`config.mk`:
```
export PLATFORM = sky130hd
export DESIGN_NAME = kalman_channel_scheduler
export DESIGN_NICKNAME = d
export VERILOG_FILES = /design/src/rtl/kalman_pkg.sv /design/src/rtl/kalman_channel_scheduler_rr_arbiter.sv /design/src/rtl/kalman_channel_scheduler.sv
export SDC_FILE = /design/constraint.sdc
export NUM_CORES = 2
export LEC_CHECK = 0
export ABC_CLOCK_PERIOD_IN_PS = 5970
export BUFFER_PORTS_ARGS = -buffer_cell sky130_fd_sc_hd__buf_2
export CORE_ASPECT_RATIO = 1.5
export CORE_MARGIN = 8
export CORE_UTILIZATION = 45
export DETAILED_ROUTE_END_ITERATION = 10
export RECOVER_POWER = 25
export SYNTH_ARGS = -nofsm -noshare
export SYNTH_HDL_FRONTEND = slang
export SYNTH_SLANG_ARGS = --single-unit
```
`constraint.sdc`:
```
create_clock -name clk -period 5.97 [get_ports clk]
set_input_delay 0.2985 -clock clk [delete_from_list [all_inputs] [get_ports clk]]
set_output_delay 0.2985 -clock clk [all_outputs]
set_load 0.01 [all_outputs]
```
`src/rtl/kalman_pkg.sv`:
```
`default_nettype none
// ============================================================================
// Package  : kalman_pkg
// Brief    : Shared types and default widths for the Kalman channel scheduler.
// Revision : 1.0
// ============================================================================
package kalman_pkg;

    typedef enum logic [1:0] {
        IDLE  = 2'd0,
        START = 2'd1,
        WAIT  = 2'd2,
        OUT   = 2'd3
    } sched_state_e;

    localparam int DEF_STATE_BITS = 16;
    localparam int DEF_STATE_Q    = 15;
    localparam int DEF_VAR_BITS   = 64;
    localparam int DEF_VAR_Q      = 30;

    localparam logic [DEF_VAR_BITS-1:0] P_INIT = DEF_VAR_BITS'(1) << DEF_VAR_Q;

    typedef struct packed {
        logic [DEF_STATE_BITS-1:0] x;
        logic [DEF_VAR_BITS-1:0]   p;
        logic [DEF_VAR_BITS-1:0]   q_var;
        logic [DEF_VAR_BITS-1:0]   r_var;
    } ch_ctx_t;

endpackage
`default_nettype wire

```
`src/rtl/kalman_channel_scheduler_rr_arbiter.sv`:
```
`default_nettype none
// ============================================================================
// Module   : rr_arbiter
// Brief    : Combinational round-robin arbiter, search starts after last grant.
// Revision : 1.0
// ============================================================================
module rr_arbiter #(
    parameter int NUM_CH = 4
) (
    input  logic [NUM_CH-1:0]         i_req,
    input  logic [$clog2(NUM_CH)-1:0] i_last,
    output logic [NUM_CH-1:0]         o_gnt,
    output logic [$clog2(NUM_CH)-1:0] o_gnt_idx,
    output logic                      o_gnt_any
);

    localparam int c_idx_w = $clog2(NUM_CH);

    // Operand never exceeds 2*NUM_CH-1, so one conditional subtract is a full modulo.
    function automatic int wrap_idx(input int v);
        return (v >= NUM_CH) ? (v - NUM_CH) : v;
    endfunction

    always_comb begin
        o_gnt_any = 1'b0;
        o_gnt_idx = '0;
        for (int k = 1; k <= NUM_CH; k++) begin
            if (!o_gnt_any && i_req[wrap_idx(int'(i_last) + k)]) begin
                o_gnt_any = 1'b1;
                o_gnt_idx = c_idx_w'(wrap_idx(int'(i_last) + k));
            end
        end
        o_gnt = o_gnt_any ? (NUM_CH'(1) << o_gnt_idx) : '0;
    end

endmodule
`default_nettype wire

```
`src/rtl/kalman_channel_scheduler.sv`:
```
`default_nettype none
// ============================================================================
// Module   : kalman_channel_scheduler
// Brief    : Time-shares one 1D Kalman update engine among NUM_CH channels.
// Revision : 1.0
// ============================================================================
module kalman_channel_scheduler
    import kalman_pkg::*;
#(
    parameter int NUM_CH     = 4,
    parameter int STATE_BITS = DEF_STATE_BITS,
    parameter int STATE_Q    = DEF_STATE_Q,
    parameter int VAR_BITS   = DEF_VAR_BITS,
    parameter int VAR_Q      = DEF_VAR_Q,
    parameter int TIMEOUT    = 256
) (
    input  logic                         clk,
    input  logic                         rst_n,
    input  logic [NUM_CH-1:0]            z_valid,
    input  logic [NUM_CH*STATE_BITS-1:0] z_data,
    output logic [NUM_CH-1:0]            z_ready,
    input  logic                         cfg_we,
    input  logic [$clog2(NUM_CH)-1:0]    cfg_ch,
    input  logic [VAR_BITS-1:0]          cfg_q_var,
    input  logic [VAR_BITS-1:0]          cfg_r_var,
    input  logic                         cfg_clr,
    output logic                         eng_start,
    output logic [STATE_BITS-1:0]        eng_x,
    output logic [VAR_BITS-1:0]          eng_p,
    output logic [VAR_BITS-1:0]          eng_q_var,
    output logic [VAR_BITS-1:0]          eng_r_var,
    output logic [STATE_BITS-1:0]        eng_z,
    input  logic                         eng_done,
    input  logic [STATE_BITS-1:0]        eng_x_new,
    input  logic [VAR_BITS-1:0]          eng_p_new,
    output logic                         out_valid,
    input  logic                         out_ready,
    output logic [$clog2(NUM_CH)-1:0]    out_ch,
    output logic [STATE_BITS-1:0]        out_x,
    output logic                         timeout_err
);

    localparam int c_idx_w = $clog2(NUM_CH);
    localparam int c_wd_w  = $clog2(TIMEOUT);
    localparam logic [VAR_BITS-1:0] c_p_init  = VAR_BITS'(1) << VAR_Q;
    localparam logic [c_wd_w-1:0]   c_wd_last = c_wd_w'(TIMEOUT - 2);

    if (NUM_CH < 2 || NUM_CH > 16 || TIMEOUT < 2 ||
        STATE_Q >= STATE_BITS || VAR_Q >= VAR_BITS) begin : g_param_check
        $error("kalman_channel_scheduler: unsupported parameter set");
    end

    typedef struct packed {
        logic [STATE_BITS-1:0] x;
        logic [VAR_BITS-1:0]   p;
        logic [VAR_BITS-1:0]   q_var;
        logic [VAR_BITS-1:0]   r_var;
    } ctx_t;

    sched_state_e          r_state;
    sched_state_e          w_state_nxt;
    ctx_t                  r_ctx [NUM_CH];
    logic [c_idx_w-1:0]    r_rr_last;
    logic [c_idx_w-1:0]    r_gnt;
    logic                  r_clr_pending;
    logic [c_wd_w-1:0]     r_wd;
    logic [STATE_BITS-1:0] r_eng_x;
    logic [STATE_BITS-1:0] r_eng_z;
    logic [VAR_BITS-1:0]   r_eng_p;
    logic [VAR_BITS-1:0]   r_eng_q;
    logic [VAR_BITS-1:0]   r_eng_r;
    logic [STATE_BITS-1:0] r_out_x;
    logic [c_idx_w-1:0]    r_out_ch;
    logic                  r_timeout_err;

    logic [NUM_CH-1:0]     w_arb_gnt;
    logic [c_idx_w-1:0]    w_arb_idx;
    logic                  w_arb_any;
    logic                  w_cfg_block;
    logic                  w_cfg_clr_inflight;
    logic                  w_accept;
    logic                  w_done;
    logic                  w_abort;
    logic [STATE_BITS-1:0] w_z [NUM_CH];

    for (genvar gi = 0; gi < NUM_CH; gi++) begin : g_z_unpack
        assign w_z[gi] = z_data[gi*STATE_BITS +: STATE_BITS];
    end

    rr_arbiter #(.NUM_CH(NUM_CH)) u_arb (
        .i_req     (z_valid),
        .i_last    (r_rr_last),
        .o_gnt     (w_arb_gnt),
        .o_gnt_idx (w_arb_idx),
        .o_gnt_any (w_arb_any)
    );

    // A config write to the candidate channel wins; arbitration retries next cycle.
    assign w_cfg_block        = cfg_we && (cfg_ch == w_arb_idx);
    assign w_cfg_clr_inflight = cfg_we && cfg_clr && (cfg_ch == r_gnt) &&
                                ((r_state == START) || (r_state == WAIT));

    always_comb begin
        w_state_nxt = r_state;
        w_accept    = 1'b0;
        w_done      = 1'b0;
        w_abort     = 1'b0;
        case (r_state)
            IDLE: begin
                if (rst_n && w_arb_any && !w_cfg_block) begin
                    w_accept    = 1'b1;
                    w_state_nxt = START;
                end
            end
            START: w_state_nxt = WAIT;
            WAIT: begin
                if (eng_done) begin
                    w_done      = 1'b1;
                    w_state_nxt = OUT;
                end else if (r_wd == c_wd_last) begin
                    w_abort     = 1'b1;
                    w_state_nxt = IDLE;
                end
            end
            OUT: begin
                if (out_ready) w_state_nxt = IDLE;
            end
            default: w_state_nxt = IDLE;
        endcase
    end

    always_ff @(posedge clk or negedge rst_n) begin
        if (!rst_n) r_state <= IDLE;
        else        r_state <= w_state_nxt;
    end

    // Engine operands are latched at grant so mid-flight config writes cannot disturb them.
    always_ff @(posedge clk or negedge rst_n) begin
        if (!rst_n) begin
            r_rr_last     <= c_idx_w'(NUM_CH - 1);
            r_gnt         <= '0;
            r_clr_pending <= 1'b0;
            r_wd          <= '0;
            r_eng_x       <= '0;
            r_eng_z       <= '0;
            r_eng_p       <= '0;
            r_eng_q       <= '0;
            r_eng_r       <= '0;
            r_out_x       <= '0;
            r_out_ch      <= '0;
            r_timeout_err <= 1'b0;
        end else begin
            if (w_accept) begin
                r_gnt         <= w_arb_idx;
                r_rr_last     <= w_arb_idx;
                r_clr_pending <= 1'b0;
                r_eng_x       <= r_ctx[w_arb_idx].x;
                r_eng_p       <= r_ctx[w_arb_idx].p;
                r_eng_q       <= r_ctx[w_arb_idx].q_var;
                r_eng_r       <= r_ctx[w_arb_idx].r_var;
                r_eng_z       <= w_z[w_arb_idx];
            end
            if (w_cfg_clr_inflight) r_clr_pending <= 1'b1;
            if (r_state == START)     r_wd <= '0;
            else if (r_state == WAIT) r_wd <= r_wd + 1'b1;
            if (w_done) begin
                r_out_x  <= eng_x_new;
                r_out_ch <= r_gnt;
            end
            if (w_abort) r_timeout_err <= 1'b1;
        end
    end

    // Later assignments win: config clear overrides writeback or abort in the same cycle.
    always_ff @(posedge clk or negedge rst_n) begin
        if (!rst_n) begin
            for (int i = 0; i < NUM_CH; i++) begin
                r_ctx[i] <= '{x: '0, p: c_p_init, q_var: '0, r_var: c_p_init};
            end
        end else begin
            for (int i = 0; i < NUM_CH; i++) begin
                if (w_done && !r_clr_pending && (r_gnt == c_idx_w'(i))) begin
                    r_ctx[i].x <= eng_x_new;
                    r_ctx[i].p <= eng_p_new;
                end
                if (w_abort && (r_gnt == c_idx_w'(i))) begin
                    r_ctx[i].x <= '0;
                    r_ctx[i].p <= c_p_init;
                end
                if (cfg_we && (cfg_ch == c_idx_w'(i))) begin
                    r_ctx[i].q_var <= cfg_q_var;
                    r_ctx[i].r_var <= cfg_r_var;
                    if (cfg_clr) begin
                        r_ctx[i].x <= '0;
                        r_ctx[i].p <= c_p_init;
                    end
                end
            end
        end
    end

    assign z_ready     = w_accept ? w_arb_gnt : '0;
    assign eng_start   = (r_state == START);
    assign eng_x       = r_eng_x;
    assign eng_p       = r_eng_p;
    assign eng_q_var   = r_eng_q;
    assign eng_r_var   = r_eng_r;
    assign eng_z       = r_eng_z;
    assign out_valid   = (r_state == OUT);
    assign out_ch      = r_out_ch;
    assign out_x       = r_out_x;
    assign timeout_err = r_timeout_err;

endmodule
`default_nettype wire

```
==> flow_metrics.py <==
metrics = {
    "run_status": {
        "run_status": "finished with violations",
        "violations": "capacitance limit, slew limit",
    },
    "grt": {
        "busiest_layer": "met2",
        "grt_pass1_vias": 36750,
        "use_met1_pct": 29.85,
        "antenna_found_initial": 14,
        "grt-ovfl-total": 0,
        "met2_usage_pct": 37.45,
        "gr-usage-met3_pct": 4.419,
        "grt_max_degree": 187,
        "grt_pass1_wl_mm": 216.8,
        "gr-usage-all-layers_pct": 22.55,
    },
    "critical_path": {
        "start_kind": "primary input",
        "r2r_cells": 8,
        "arrival_ps": 4810,
        "timing.rr.end": "eng_z[9]$_DFFE_PN0P_",
        "ff2ff_setup_slack_ps": 2380,
        "regToRegStartpoint": "r_rr_last[0]$_DFFE_PN1P_",
        "worstPathMaxFanout": 154,
        "crit_path_end_kind": "async pin",
        "path_class": "in -> async",
        "crit_required_ps": 6670,
    },
    "timing": {
        "rsz0062_at_grt": "no",
        "slew_viol_final": 200,
        "fmax_mhz": 243.2,
        "fin_setup_tns_ps": 0,
        "min_period_over_period_pct": 68.89,
        "skew_ps": 43.74,
        "timing_hold_violations_final": 0,
        "finalCriticalPeriod_ps": 4113,
        "setup_viol": 0,
        "worst_pin_slew_ps": 3488,
        "slew_headroom_pct": -132.6,
    },
    "yosys": {
        "ys_warn_count": 0,
        "syn_inst": 4379,
        "synth.area.top_cells": "dfrtp_1 55%, mux2_2 13%, nand2_1 8.5%",
        "syn_area_per_cell_um2": 11.16,
        "synth_edf_count": 0,
        "syn_nets": 4669,
        "synth.top_cell.area_share_pct": 55.32,
        "synth_top_area_cell": "dfrtp_1",
        "synth.most_common_cell": "nand2_1",
        "synth-main-ff-cell": "dfrtp_1",
        "async_reset_ff_share_pct": 100.0,
        "ys_ff_latch": 1090,
        "ys_top_cells_by_count": "1102 x nand2_1, 1080 x dfrtp_1, 584 x mux2_2",
        "ys_seq_area_share_pct": 55.85,
        "synth_cell_types": 44,
        "netlist_area_um2": 48860,
    },
    "worst_hold_path": {
        "hold_path_class": "in -> reg",
        "holdPathEnd": "eng_z[2]$_DFFE_PN0P_",
        "whs_path_depth": 4,
        "hp-start": "z_data[18]",
    },
    "route": {
        "dr.pass1.iters": 7,
        "drc_errors": 0,
        "drtAntennaViolNets": 0,
        "drt_iter0_markers": 2413,
        "viasPerCell": 5.493,
        "finalWirelength_mm": 138.0,
        "vias": 35610,
        "wire_per_inst_um": 21.29,
    },
    "pwr": {
        "switching_share_pct": 34.08,
        "p_switching_mw": 9.154,
        "worst_ir_drop_vdd_uv": 745.3,
        "p_leak_nw": 24.99,
        "power.density_nw_per_um2": 461.5,
        "power_frac_comb_pct": 33.2,
        "power_mw": 26.86,
        "p_clk_share_pct": 26.0,
        "seq_power_share_pct": 40.9,
        "p_int_mw": 17.71,
    },
    "placement": {
        "io_buffer_count": 532,
        "gp_congestion": 0.8086,
        "place_area_um2": 52570,
        "dp_hpwl_mm": 79.71,
    },
    "final_layout": {
        "nets": 5248,
        "syn_to_final_growth_pct": 19.13,
        "layout-drive-gt1-share_pct": 26.20,
        "fillers": 9631,
        "design_area_um2": 58200,
    },
    "floorplan": {
        "start_util_pct": 45.18,
        "dieHeight_um": 419.6,
        "rows": 148,
        "dieArea_um2": 119600,
        "core_um2": 108100,
        "io_pins": 533,
        "fp.dieW_um": 285.0,
    },
    "run": {
        "drv_cap": 3,
    },
    "clock_network": {
        "cts_root_buf": "clkbuf_16",
        "cts_resized": 0,
        "cts_tree": "yes",
        "clockBufferDepth": 3,
        "postCtsSetupBuffers": 0,
        "h-tree-depth": 3,
        "clock_sinks": 1090,
        "numCtsBuffers": 108,
        "clk_pin_slew_worst_paths_ps": 60,
        "hold_buffers": 226,
        "clock_latency_ps": 710,
    },
}
## metrics by stage
| stage | worst slack [ps] | cells | util [%] | hold WS (ps) |
|---|---|---|---|---|
| CTS | 2111 | 6470 | 54.06 | 0.07438 |
| floorplan | 3286 | 4379 | - | 2.909 |
| detailed placement | 2440 | 6047 | 48.61 | 343.5 |
| global placement | 2488 | 6047 | 48.61 | 343.0 |
| finish | 1857 | 6483 | 53.82 | 67.75 |
| global route | 1178 | 6480 | 53.81 | 34.67 |
## worst max-delay path, stage by stage
cell and delay [ps]:
dlygate4sd3_1 560, buf_8 480, clkbuf_2 2450, buf_12 570
## placed cells by master (no fill, tap or decap), types with 9 or more instances in the layout
| cell | netlist | final |
|---|---|---|
| buf_12 | 0 | 16 |
| buf_2 | 33 | 313 |
| and2_1 | 226 | 224 |
| a31oi_1 | 225 | 225 |
| o21ai_0 | 9 | 9 |
| diode_2 | 0 | 13 |
| clkbuf_1 | 282 | 247 |
| nand2_1 | 1102 | 1099 |
| mux2_2 | 584 | 584 |
| buf_4 | 0 | 32 |
| clkinv_2 | 0 | 16 |
| a211oi_1 | 224 | 224 |
| inv_1 | 10 | 10 |
| dfstp_2 | 10 | 10 |
| a21oi_1 | 321 | 321 |
| clkbuf_16 | 0 | 109 |
| dlygate4sd3_1 | 0 | 226 |
| mux2_4 | 176 | 176 |
| dfrtp_1 | 1080 | 1080 |
| clkbuf_8 | 0 | 25 |
## cell families after synthesis
| logic type | share of synthesized area, % |
|---|---|
| simple gates | 11.92 |
| flops | 55.85 |
| compound gates | 10.03 |
| mux | 18.87 |
| buf+inv | 3.065 |
| fa+ha+maj | 0.1537 |
| xor+xnor | 0.1050 |
## area by class of cell
cell class	instances	area (um^2)	area share (%)
sequential	1090	27290	46.89
multi-input combinational	2941	20200	34.70
timing repair buffer	807	5228	8.982
clock buffer	163	3181	5.465
tap	1425	1783	3.063
clock inverter	34	455.4	0.7825
inverter	10	37.54	0.06449
antenna	13	32.53	0.05589
## layer usage
layer / vias to the layer above / share of wire (%)
met2: 978 / 48
met5: - / 0.0094
li1: 16320 / -
met4: 2 / 2.6
met1: 18130 / 44
met3: 188 / 5.7
## flip-flops by register name, indices dropped and copies added, names as in the netlist, 8 cells and up
name,count
r_wd,8
eng_x,16
eng_r_var,64
eng_z,16
eng_q_var,64
out_x,16
r_ctx,832
eng_p,64
## worst max path at each step
| stage | slack [ps] | endpoint | depth (start not counted) | start |
|---|---|---|---|---|
| 2_1_floorplan | 3290 | z_ready[0] | 9 | r_rr_last[0]$_DFFE_PN1P_ |
| 3_3_place_gp | 2490 | eng_r_var[4]$_DFFE_PN0P_ | 7 | r_rr_last[0]$_DFFE_PN1P_ |
| 3_5_place_dp | 2440 | eng_r_var[1]$_DFFE_PN0P_ | 7 | r_rr_last[0]$_DFFE_PN1P_ |
| 4_1_cts | 2110 | z_ready[0] | 7 | r_rr_last[0]$_DFFE_PN1P_ |
| 5_1_grt | 1180 | r_ctx[483]$_DFFE_PN0P_ | 4 | rst_n |
| 6_report | 1860 | r_ctx[483]$_DFFE_PN0P_ | 4 | rst_n |
## power by group through the flow
stage          Combinational [mW]  Sequential (mW)  Clock [mW]
2_1_floorplan                5.89             11.1           0
3_3_place_gp                 8.89             11.0           0
3_5_place_dp                 9.02             11.1           0
4_1_cts                      9.20             10.9        7.14
5_1_grt                      9.79             11.2        7.43
6_report                     8.91             11.0        6.97
(Power assumes the default switching activity.)
